`config.mk`:
```
export PLATFORM = sky130hd
export DESIGN_NAME = multwrap_bram_sequencer
export DESIGN_NICKNAME = d
export VERILOG_FILES = /design/src/rtl/linear_proj_pkg.sv /design/src/rtl/bram_pair_writer.sv /design/src/rtl/multwrap_bram_sequencer.sv
export SDC_FILE = /design/constraint.sdc
export NUM_CORES = 1
export LEC_CHECK = 0
export CAP_MARGIN = 10
export CORE_MARGIN = 5
export CORE_UTILIZATION = 50
export DETAILED_ROUTE_END_ITERATION = 12
export MAX_ROUTING_LAYER = met4
export PLACE_DENSITY = 0.83
export SETUP_SLACK_MARGIN = 0.02
export SYNTH_ARGS = -nofsm -noshare
export SYNTH_HDL_FRONTEND = slang
export SYNTH_SLANG_ARGS = --single-unit
```
`constraint.sdc`:
```
create_clock -name clk -period 2.25 [get_ports clk]
set_input_delay 0.225 -clock clk [delete_from_list [all_inputs] [get_ports clk]]
set_output_delay 0.225 -clock clk [all_outputs]
set_load 0.05 [all_outputs]
```
`src/rtl/linear_proj_pkg.sv`:
```
// Shared types and constants for the linear-projection datapath and its BRAM sequencer.
package linear_proj_pkg;

    localparam int unsigned SEQ_TIMEOUT_CYCLES = 65535;

    typedef enum logic [2:0] {
        IDLE,
        LOAD_A,
        LOAD_B,
        KICK,
        WAIT_DONE,
        DONE,
        ERR
    } seq_state_t;

    function automatic int unsigned max_w(input int unsigned a, input int unsigned b);
        return (a > b) ? a : b;
    endfunction

endpackage

```
`src/rtl/bram_pair_writer.sv`:
```
// Packs a stream of words into dual-port BRAM writes: even word held, odd word
// written together with it; an odd-length tail goes out on port A alone.
module bram_pair_writer #(
    parameter int unsigned DATA_WIDTH = 64,
    parameter int unsigned ADDR_WIDTH = 8,
    parameter int unsigned NUM_WORDS  = 16
) (
    input  logic                  clk,
    input  logic                  rst,
    input  logic                  clear,
    input  logic                  beat,
    input  logic [DATA_WIDTH-1:0] data,
    output logic                  last_beat_c,
    output logic                  ena,
    output logic                  wea,
    output logic                  enb,
    output logic                  web,
    output logic [ADDR_WIDTH-1:0] addra,
    output logic [ADDR_WIDTH-1:0] addrb,
    output logic [DATA_WIDTH-1:0] dina,
    output logic [DATA_WIDTH-1:0] dinb,
    output logic                  last_written
);

    localparam int unsigned CW = $clog2(NUM_WORDS) + 1;

    logic [CW-1:0]         cnt;
    logic [DATA_WIDTH-1:0] hold;
    logic                  take;
    logic                  is_last;

    // Counter saturates at NUM_WORDS, so extra beats are never written.
    assign take        = beat && (cnt < CW'(NUM_WORDS));
    assign is_last     = (cnt == CW'(NUM_WORDS - 1));
    assign last_beat_c = take && is_last;

    always_ff @(posedge clk) begin
        if (rst) begin
            cnt          <= '0;
            hold         <= '0;
            ena          <= 1'b0;
            wea          <= 1'b0;
            enb          <= 1'b0;
            web          <= 1'b0;
            addra        <= '0;
            addrb        <= '0;
            dina         <= '0;
            dinb         <= '0;
            last_written <= 1'b0;
        end else begin
            ena <= 1'b0;
            wea <= 1'b0;
            enb <= 1'b0;
            web <= 1'b0;
            if (clear) begin
                cnt          <= '0;
                last_written <= 1'b0;
            end else if (take) begin
                cnt <= cnt + CW'(1);
                if (!cnt[0]) begin
                    hold <= data;
                    if (is_last) begin
                        ena          <= 1'b1;
                        wea          <= 1'b1;
                        addra        <= ADDR_WIDTH'(cnt);
                        dina         <= data;
                        last_written <= 1'b1;
                    end
                end else begin
                    ena   <= 1'b1;
                    wea   <= 1'b1;
                    enb   <= 1'b1;
                    web   <= 1'b1;
                    addra <= ADDR_WIDTH'(cnt - CW'(1));
                    dina  <= hold;
                    addrb <= ADDR_WIDTH'(cnt);
                    dinb  <= data;
                    if (is_last) begin
                        last_written <= 1'b1;
                    end
                end
            end
        end
    end

endmodule

```
`src/rtl/multwrap_bram_sequencer.sv`:
```
// Loads input and weight BRAMs from one stream, kicks the matmul datapath and
// watches for its completion with a watchdog.
module multwrap_bram_sequencer
    import linear_proj_pkg::*;
#(
    parameter int unsigned DATA_WIDTH_A   = 64,
    parameter int unsigned DATA_WIDTH_B   = 128,
    parameter int unsigned ADDR_WIDTH_A   = 8,
    parameter int unsigned ADDR_WIDTH_B   = 8,
    parameter int unsigned NUM_A_WORDS    = 16,
    parameter int unsigned NUM_B_WORDS    = 32,
    parameter int unsigned TIMEOUT_CYCLES = SEQ_TIMEOUT_CYCLES
) (
    input  logic                                            clk,
    input  logic                                            rst,
    input  logic                                            cmd_start,
    input  logic                                            s_valid,
    output logic                                            s_ready,
    input  logic [max_w(DATA_WIDTH_A, DATA_WIDTH_B)-1:0]    s_data,
    output logic                                            in_mat_ena,
    output logic                                            in_mat_wea,
    output logic                                            in_mat_enb,
    output logic                                            in_mat_web,
    output logic [ADDR_WIDTH_A-1:0]                         in_mat_wr_addra,
    output logic [ADDR_WIDTH_A-1:0]                         in_mat_wr_addrb,
    output logic [DATA_WIDTH_A-1:0]                         in_mat_dina,
    output logic [DATA_WIDTH_A-1:0]                         in_mat_dinb,
    output logic                                            w_mat_ena,
    output logic                                            w_mat_wea,
    output logic                                            w_mat_enb,
    output logic                                            w_mat_web,
    output logic [ADDR_WIDTH_B-1:0]                         w_mat_wr_addra,
    output logic [ADDR_WIDTH_B-1:0]                         w_mat_wr_addrb,
    output logic [DATA_WIDTH_B-1:0]                         w_mat_dina,
    output logic [DATA_WIDTH_B-1:0]                         w_mat_dinb,
    output logic                                            mm_start,
    input  logic                                            mm_done,
    output logic                                            busy,
    output logic                                            job_done,
    output logic                                            timeout_err
);

    localparam int unsigned WDW = $clog2(TIMEOUT_CYCLES + 1);

    seq_state_t     state;
    logic [WDW-1:0] wd;
    logic           clear_c;
    logic           a_beat_c;
    logic           b_beat_c;
    logic           a_last_beat_c;
    logic           b_last_beat_c;
    logic           a_last_written;
    logic           b_last_written;

    assign clear_c  = (state == IDLE);
    assign a_beat_c = s_valid && s_ready && (state == LOAD_A);
    assign b_beat_c = s_valid && s_ready && (state == LOAD_B);

    bram_pair_writer #(
        .DATA_WIDTH (DATA_WIDTH_A),
        .ADDR_WIDTH (ADDR_WIDTH_A),
        .NUM_WORDS  (NUM_A_WORDS)
    ) u_writer_a (
        .clk          (clk),
        .rst          (rst),
        .clear        (clear_c),
        .beat         (a_beat_c),
        .data         (s_data[DATA_WIDTH_A-1:0]),
        .last_beat_c  (a_last_beat_c),
        .ena          (in_mat_ena),
        .wea          (in_mat_wea),
        .enb          (in_mat_enb),
        .web          (in_mat_web),
        .addra        (in_mat_wr_addra),
        .addrb        (in_mat_wr_addrb),
        .dina         (in_mat_dina),
        .dinb         (in_mat_dinb),
        .last_written (a_last_written)
    );

    bram_pair_writer #(
        .DATA_WIDTH (DATA_WIDTH_B),
        .ADDR_WIDTH (ADDR_WIDTH_B),
        .NUM_WORDS  (NUM_B_WORDS)
    ) u_writer_b (
        .clk          (clk),
        .rst          (rst),
        .clear        (clear_c),
        .beat         (b_beat_c),
        .data         (s_data[DATA_WIDTH_B-1:0]),
        .last_beat_c  (b_last_beat_c),
        .ena          (w_mat_ena),
        .wea          (w_mat_wea),
        .enb          (w_mat_enb),
        .web          (w_mat_web),
        .addra        (w_mat_wr_addra),
        .addrb        (w_mat_wr_addrb),
        .dina         (w_mat_dina),
        .dinb         (w_mat_dinb),
        .last_written (b_last_written)
    );

    always_ff @(posedge clk) begin
        if (rst) begin
            state       <= IDLE;
            s_ready     <= 1'b0;
            mm_start    <= 1'b0;
            busy        <= 1'b0;
            job_done    <= 1'b0;
            timeout_err <= 1'b0;
            wd          <= '0;
        end else begin
            mm_start <= 1'b0;
            job_done <= 1'b0;
            case (state)
                IDLE: begin
                    if (cmd_start) begin
                        state       <= LOAD_A;
                        s_ready     <= 1'b1;
                        busy        <= 1'b1;
                        timeout_err <= 1'b0;
                    end
                end
                LOAD_A: begin
                    if (a_last_beat_c) begin
                        state <= LOAD_B;
                    end
                end
                LOAD_B: begin
                    if (b_last_beat_c) begin
                        state   <= KICK;
                        s_ready <= 1'b0;
                    end
                end
                // The final weight write is on the BRAM port this cycle; start follows it.
                KICK: begin
                    if (a_last_written && b_last_written) begin
                        mm_start <= 1'b1;
                        wd       <= '0;
                        state    <= WAIT_DONE;
                    end
                end
                WAIT_DONE: begin
                    if (mm_done) begin
                        state    <= DONE;
                        job_done <= 1'b1;
                        busy     <= 1'b0;
                    end else if (wd == WDW'(TIMEOUT_CYCLES - 1)) begin
                        state       <= ERR;
                        timeout_err <= 1'b1;
                        busy        <= 1'b0;
                    end else begin
                        wd <= wd + WDW'(1);
                    end
                end
                DONE: begin
                    state <= IDLE;
                end
                ERR: begin
                    state <= IDLE;
                end
                default: begin
                    state <= IDLE;
                end
            endcase
        end
    end

endmodule

```
# ---- Word level (Yosys, flattened, before mapping)
# Cells that the tools add are included.
dict set report totals {
  regBits 644
  in_bits 133
  output_inout_bits 429
}
dict set report op_classes {
  n_addsub 5
  magnitude_cmp 2
  eq_ne 15
  n_mux 37
  bitwise_logic 7
  n_reduce_logical 32
}
# cell n
set op_table {}
lappend op_table {{$mux W128} 2}
lappend op_table {{$mux W64} 2}
lappend op_table {{$mux W16} 3}
lappend op_table {{$mux W8} 4}
lappend op_table {{$pmux W16 S2} 1}
lappend op_table {{$reduce_and A3 Y1} 8}
lappend op_table {{$mux W3} 6}
lappend op_table {{$add A16 B1 Y16 const B} 1}
lappend op_table {{$eq A16 B16 Y1 const B} 1}
lappend op_table {{$mux W1} 15}
lappend op_table {{$pmux W3 S5} 1}
lappend op_table {{$ne A2 B2 Y1 const B} 7}
lappend op_table {{$reduce_bool A2 Y1} 5}
lappend op_table {{$logic_and A1 B1 Y1} 8}
lappend op_table {{$reduce_and A4 Y1} 2}
lappend op_table {{$not A1 Y1} 7}
lappend op_table {{$sub A6 B1 Y7 const B} 1}
lappend op_table {{$add A6 B1 Y6 const B} 1}
lappend op_table {{$eq A3 B2 Y1 const B} 2}
lappend op_table {{$eq A6 B5 Y1 const B} 1}
lappend op_table {{$lt A6 B6 Y1 const B} 1}
lappend op_table {{$pmux W1 S2} 3}
lappend op_table {{$reduce_or A2 Y1} 3}
lappend op_table {{$reduce_or A3 Y1} 2}
lappend op_table {{other kinds (10)} 11}

# ---- Longest topological paths before layout
# Gate-level depths: netlist of the first run.
dict set report depth {
  word_depth 6
  ltp_mapped 9
  depth_no_buf 7
}

# ---- By module
# From an unflattened synthesis of the first run, not the netlist that was laid out.
dict set report hier_totals {
  cells_unflattened 2902
  hier_area_um2 25187.9
}
# mod instances cells_per_inst area_per_inst_um2
set by_module_without_submodules {}
lappend by_module_without_submodules {{bram_pair_writer at u_writer_b} 1 1803 15504.9}
lappend by_module_without_submodules {{bram_pair_writer at u_writer_a} 1 944 8349.3}
lappend by_module_without_submodules {multwrap_bram_sequencer 1 155 1333.8}

# ---- Least setup slack after synthesis of the first run
# Ideal clock, no wire load.
dict set report synth_timing {
  kind {reg-to-reg}
  from {register s_ready}
  to {register u_writer_b.dina[10]}
  setup_ns 0.138
  t_arrival_ns 1.829
  t_required_ns 2.112
  path_slack_ns 0.283
  path_stages_with_launch 7
  synth_period_minus_slack_ns 1.967
  path_cell_list {dfxtp_1 nand4b_1 nor3_1 buf_2 buf_2 clkbuf_1 a211oi_1}
}
dict set report synth_between {
  elab_chain_len 4
}
# item line
set synth_rtl {}
lappend synth_rtl {{start, declared} multwrap_bram_sequencer.sv:18} ;# output logic s_ready,
lappend synth_rtl {{start signal, assigned} multwrap_bram_sequencer.sv:106} ;# s_ready <= 1'b0;
lappend synth_rtl {{start signal, assigned} multwrap_bram_sequencer.sv:119} ;# s_ready <= 1'b1;
lappend synth_rtl {{start signal, assigned} multwrap_bram_sequencer.sv:132} ;# s_ready <= 1'b0;
lappend synth_rtl {{$logic_and A1 B1 Y1 (2 in a row)} multwrap_bram_sequencer.sv:57} ;# assign b_beat_c = s_valid && s_ready && (state == LOAD_B);
lappend synth_rtl {{$logic_and A1 B1 Y1} bram_pair_writer.sv:33} ;# assign take = beat && (cnt < CW'(NUM_WORDS));
lappend synth_rtl {{$reduce_and A3 Y1 (no source line)} -}
lappend synth_rtl {{end signal, assigned} bram_pair_writer.sv:66} ;# dina <= data;
lappend synth_rtl {{end signal, assigned} bram_pair_writer.sv:75} ;# dina <= hold;
lappend synth_rtl {{end, declared} bram_pair_writer.sv:20} ;# output logic [DATA_WIDTH-1:0] dina,
# No other way between the ends.
# A chain may end at the register's enable or synchronous reset.

==> results.json, run 1 <==
{
  "syn-cell-area_sq_um": 24500,
  "clock_latency_ps": 600,
  "place_worst_setup_slack_ps": 16.8,
  "power.share.switching": 0.217,
  "fin_util": 0.684,
  "ys_ff_latch": 639,
  "path_cells": "clkdlybuf4s50_1",
  "synth_top_flop_cell": "dfxtp_1",
  "startpoint_type": "register",
  "crit_required_ps": 2030,
  "p_comb_frac": 0.041,
  "path_buf_inv": 1,
  "grt_max_degree": 154,
  "max_slew_margin": 0.454,
  "drtPass1Iterations": 7,
  "syn_inst": 2803,
  "critPathKind": "register to output pin",
  "htreeDepth": 3,
  "ios": 562,
  "period_share": 0.982,
  "seq_area_frac_synth": 0.521,
  "p_clk_frac": 0.472,
  "setup_ws_ps": 41.6,
  "cap_violations": 0,
  "wirelength_microns": 81100,
  "fin_worst_skew_ps": 17.2,
  "fp.dieW_microns": 232,
  "cts_tree": "yes",
  "cts.path.max_buffers": 3,
  "setup.worst_path.end_class": "output pin",
  "wire_per_inst_microns": 20.3,
  "async_flop_share": 0,
  "path_max_fanout": 2,
  "viasPerCell": 5.65,
  "setup_viol": 0,
  "worstMarginPinSlew_ps": 820,
  "fin_nets": 3420,
  "portBuffers": 554,
  "gp_congestion": 0.892,
  "dr_total_vias": 22500,
  "fmax_mhz": 453,
  "hold_path_class": "primary input to register",
  "cts_buffers": 67,
  "finalMaxSlewViolations": 0,
  "p_leak_nw": 10.6,
  "yosys_warnings": 0,
  "ant_nets": 0,
  "ir_drop_mv": 0.704,
  "p_total_w": 0.0233,
  "die_area_sq_um": 53600,
  "multi_input_area_sq_um": 10700,
  "crit_family": "buffers and inverters",
  "status": "finished, final reports clean",
  "cts.clk_slew.worst_paths_ps": 60,
  "start_util": 0.504,
  "min_period_ps": 2210,
  "antenna_found_initial": 3,
  "cts.sinks": 639,
  "drc": 0,
  "clockRootBuffer": "clkbuf_16",
  "first_global_vias": 21900,
  "synth.avg_cell_area_sq_um": 8.76,
  "area_growth_pct": 35.8,
  "p_int_w": 0.0183,
  "seqPwrFrac": 0.487,
  "synth-edff-count": 0,
  "slowest_stage": "clkdlybuf4s50_1",
  "nFillCells": 3575,
  "grt_overflow": 0,
  "die_h_microns": 232,
  "dp_hpwl_microns": 54900,
  "finalHoldViolCount": 0,
  "grt_pass1_wl_microns": 123000,
  "grt_use_total": 0.292,
  "drtIter0Drc": 1980,
  "p_sw_w": 0.00507,
  "cpPeakStageDelay_ps": 870,
  "synth.distinct_cells": 53,
  "drive_above_1_share": 0.0643,
  "seq_area_sq_um": 12800,
  "rows": 81,
  "powerDensity_nw_per_um2": 700,
  "core_area_sq_um": 48700,
  "crit_arrival_ps": 1980
}
[logic make-up after synthesis]
| family | share of synthesized area |
|---|---|
| other | 0.000153 |
| XOR/XNOR | 0.00250 |
| multiplexers | 0.107 |
| AO/OA/AOI/OAI | 0.143 |
| adder cells (fa/ha/maj) | 0.00459 |
| flip-flops | 0.521 |
| AND/OR/NAND/NOR | 0.175 |
| buffers and inverters | 0.0463 |
[synth_stat cells (2+ instances only)]
library cell  count  area share
a2111o_1          4      0.0018
a211oi_1        198       0.061
a21oi_1         346       0.071
a31oi_1           3     0.00076
and2_1            6      0.0015
and3_1            8      0.0020
and4_1            2     0.00071
buf_1             4     0.00061
buf_2            56       0.011
buf_4            28      0.0086
clkbuf_1        157       0.024
dfxtp_1         639        0.52
ha_1              9      0.0046
inv_1            10      0.0015
mux2i_1         262        0.11
nand2_1         607       0.093
nand3_1          77       0.016
nand3b_1          2     0.00061
nand4_1          11      0.0028
nor2_1          286       0.044
nor3_1            7      0.0014
nor3b_1           5      0.0015
nor4_1            2     0.00051
nor4b_4           2      0.0019
o2111ai_1         4      0.0014
o21ai_0           7      0.0014
o21bai_1          2     0.00061
o31ai_1           7      0.0021
or2_2             4      0.0010
or3_1            10      0.0025
or4_1            11      0.0034
xnor2_1           4      0.0014
xor2_1            3      0.0011
[metal layers]
layer	wire length, microns	GRT usage	share of wire
met4	3260	0.119	0.040
met1	32200	0.352	0.40
met5	0	-	0
met2	39100	0.475	0.48
met3	6540	0.0698	0.081
[metrics by stage]
step           setup TNS [ps]  instance area (sq um)  std cells  hold WS, ps
2_1_floorplan               0                  24600       2809          361
3_3_place_gp                0                  31000       3864          432
3_5_place_dp                0                  31000       3864          443
4_1_cts                     0                  33200       3982          221
5_1_grt                 -74.5                  33300       3992          250
6_report                    0                  33300       3992          247
[repair_timing]
item,in CTS,in global routing
pin swaps,0,1
resized for setup,1,6
setup buffers,0,5
hold buffers,1,0
cloned,0,3
hold endpoints to repair,9,0
setup endpoints to repair,4,65
[registers in the layout, indices dropped and copies added, names as in the netlist, 3 cells and up]
signal,count
u_writer_b.dina,128
u_writer_b.dinb,128
u_writer_b.hold,128
u_writer_a.dina,64
u_writer_a.dinb,64
u_writer_a.hold,64
wd,16
u_writer_b.addra,6
u_writer_b.addrb,6
u_writer_b.cnt,6
u_writer_a.addra,5
u_writer_a.addrb,5
u_writer_a.cnt,5
state,3
[power by group through the flow]
stage	Clock (W)	Sequential, W	Combinational (W)
2_1_floorplan	0	0.0116	0.000402
3_3_place_gp	0	0.0116	0.000927
3_5_place_dp	0	0.0116	0.000945
4_1_cts	0.0112	0.0114	0.000955
5_1_grt	0.0117	0.0114	0.00102
6_report	0.0110	0.0114	0.000967
[final timing paths]
| check | start | end | slack [ps] | cells past startpoint |
|---|---|---|---|---|
| min | s_data[89] | u_writer_b.hold[89] | 250 | 3 |
| max | u_writer_a.enb | in_mat_web | 40 | 1 |
| max reg2reg | u_writer_a.cnt[0] | u_writer_a.addra[3] | 80 | 10 |
| min reg2reg | u_writer_b.hold[70] | u_writer_b.hold[70] | 450 | 2 |
[area by class of cell]
cell class                      instances  share of cell area
Clock buffer                           99              0.0595
Clock inverter                         18             0.00612
Sequential cell                       639               0.384
Antenna cell                            2            0.000150
Inverter                               11             0.00124
Timing Repair Buffer                  645               0.202
Multi-Input combinational cell       1914               0.322
Tap cell                              664              0.0249
[tightest hold or removal path: stages]
cell	delay [ps]
clkdlybuf4s50_1	450
nand2_1	70
a21oi_1	50
[cell usage in the layout, fill, tap and decap left out, drive strengths merged, types with 77 or more instances in the layout]
cell and count:
nand3 77, buf 89, a211oi 198, dfxtp 639, clkdlybuf4s50 552, mux2i 262, nor2 286, nand2 607
clkbuf 101, a21oi 346
Note: power is estimated with default switching activity, not from simulation.
==> run 2: changes to the inputs <==
--- a/config.mk
+++ b/config.mk
@@ -10,8 +10,9 @@
 export CORE_UTILIZATION = 50
 export DETAILED_ROUTE_END_ITERATION = 12
 export MAX_ROUTING_LAYER = met4
-export PLACE_DENSITY = 0.83
+export PLACE_DENSITY = 0.8
 export SETUP_SLACK_MARGIN = 0.02
+export SLEW_MARGIN = 0
 export SYNTH_ARGS = -nofsm -noshare
 export SYNTH_HDL_FRONTEND = slang
 export SYNTH_SLANG_ARGS = --single-unit
==> results.json, run 2 (synthesized netlist as in run 1, its figures left out) <==
{
  "status": "finished, final reports clean",
  "grt_max_degree": 150,
  "cts_buffers": 66,
  "rrSetupSlack_ps": 140,
  "drtIter0Drc": 1790,
  "finalMaxSlewViolations": 0,
  "fin_util": 0.681,
  "first_global_vias": 21100,
  "setup_viol": 0,
  "core_area_sq_um": 48700,
  "path_buf_inv": 1,
  "antenna_found_initial": 1,
  "grt_pass1_wl_microns": 120000,
  "multi_input_area_sq_um": 10700,
  "dr_total_vias": 22000,
  "period_share": 0.950,
  "drc": 0,
  "critPathKind": "register to output pin",
  "min_period_ps": 2140,
  "gp_congestion": 0.905,
  "wire_per_inst_microns": 19.9,
  "clockRootBuffer": "clkbuf_16",
  "routed.top_layer": "met4",
  "cpPeakStageDelay_ps": 910,
  "cp_num_cells": 1,
  "layout_commonest_cell": "dfxtp_1",
  "worst_r2r_path_depth": 4,
  "wirelength_microns": 78900,
  "powerDensity_nw_per_um2": 713,
  "rows": 81,
  "portBuffers": 554,
  "fin_worst_skew_ps": 26.5,
  "grt_setup_unrepaired": "yes",
  "drtPass1Iterations": 5,
  "grt_overflow": 0,
  "die_area_sq_um": 53600,
  "nFillCells": 3746,
  "cts_tree": "yes",
  "crit_start": "s_ready",
  "clock_latency_ps": 600,
  "area_growth_pct": 35.2,
  "dp_hpwl_microns": 54300,
  "crit_required_ps": 2030,
  "setup.worst_path.end_class": "output pin",
  "cap_violations": 0,
  "fmax_mhz": 468,
  "ir_drop_mv": 0.562,
  "crit_arrival_ps": 1910,
  "wl_met2_microns": 38300,
  "finalHoldViolCount": 0,
  "seq_area_sq_um": 12800,
  "wl_met1_microns": 31600,
  "cts.clk_slew.worst_paths_ps": 60,
  "fp.dieW_microns": 232,
  "path_cells": "clkdlybuf4s50_1",
  "startpoint_type": "register",
  "grt_use_total": 0.285,
  "start_util": 0.504,
  "max_slew_margin": 0.473,
  "die_h_microns": 232,
  "ios": 562,
  "viasPerCell": 5.54,
  "most-common-layout-cells": "dfxtp_1, nand2_1, clkdlybuf4s50_1",
  "path_max_fanout": 6,
  "slowest_stage": "clkdlybuf4s50_1",
  "cts.path.max_buffers": 3,
  "place_worst_setup_slack_ps": -119,
  "htreeDepth": 3,
  "r2r-start": "u_writer_a.cnt[0]",
  "ant_nets": 0,
  "hold_path_class": "primary input to register",
  "fin_nets": 3400,
  "drive_above_1_share": 0.0609,
  "setup_ws_ps": 112,
  "worstSetupEndpoint": "s_ready",
  "p_leak_nw": 10.5,
  "largestRegisters": "u_writer_b.dina (128), u_writer_b.dinb (128), u_writer_b.hold (128)",
  "routed-wl-met3_microns": 6120,
  "r2r-end": "u_writer_a.dina[4]",
  "tns_ps": 0,
  "crit_family": "buffers and inverters",
  "worstMarginPinSlew_ps": 790,
  "cts.sinks": 639
}
## run 2: report_power, final
group,internal [W],switching (W),total (W)
clock,0.00691,0.00444,0.0113
sequential,0.0113,0.0000210,0.0114
combinational,0.000360,0.000597,0.000957
## run 2: area by class of cell
| class | count | area share |
|---|---|---|
| clock inverters | 16 | 0.00713 |
| repair buffers | 626 | 0.196 |
| well taps | 664 | 0.0250 |
| diodes | 1 | 0.0000754 |
| clock buffers | 97 | 0.0610 |
| multi-input cells | 1914 | 0.323 |
| inverters | 11 | 0.00124 |
| flip-flops and latches | 639 | 0.386 |
## run 2: how the worst min path moves through the flow
stage / startpoint / endpoint / slack, ps / depth (start not counted)
6_report: s_data[87] / u_writer_b.dinb[87] / 240 / 3
5_1_grt: s_data[98] / u_writer_b.hold[98] / 240 / 3
4_1_cts: s_data[103] / u_writer_b.dinb[103] / 220 / 3
3_5_place_dp: u_writer_a.addrb[0] / u_writer_a.addrb[0] / 440 / 2
3_3_place_gp: u_writer_a.addrb[0] / u_writer_a.addrb[0] / 440 / 2
2_1_floorplan: s_data[0] / u_writer_b.hold[0] / 360 / 2
## run 2: metrics by stage
step	cells	power (W)	area, sq um	hold slack, ps
detailed placement	3850	0.0125	30800	440
CTS	3964	0.0238	33100	217
floorplan	2809	0.0120	24600	361
global placement	3850	0.0125	30800	437
global route	3968	0.0243	33200	243
finish	3968	0.0237	33200	241
## run 2: tightest hold or removal path, cell delays in order
cell             delay, ps
clkdlybuf4s50_1        440
nand2_1                 70
a21oi_1                 50
## run 2: per-layer routing
metal | up-vias | track usage
li1 | 10500 | -
met1 | 10500 | 0.351
met2 | 878 | 0.464
met3 | 169 | 0.0610
met4 | 0 | 0.108
met5 | - | -
## run 2: timing repair
action	4_1_cts	5_1_grt
gates resized for setup	1	9
hold buffers	1	0
endpoints found under the hold margin	13	0
pin swaps	0	1
cloned	0	1
setup buffers	0	2
endpoints found under the setup margin	1	52
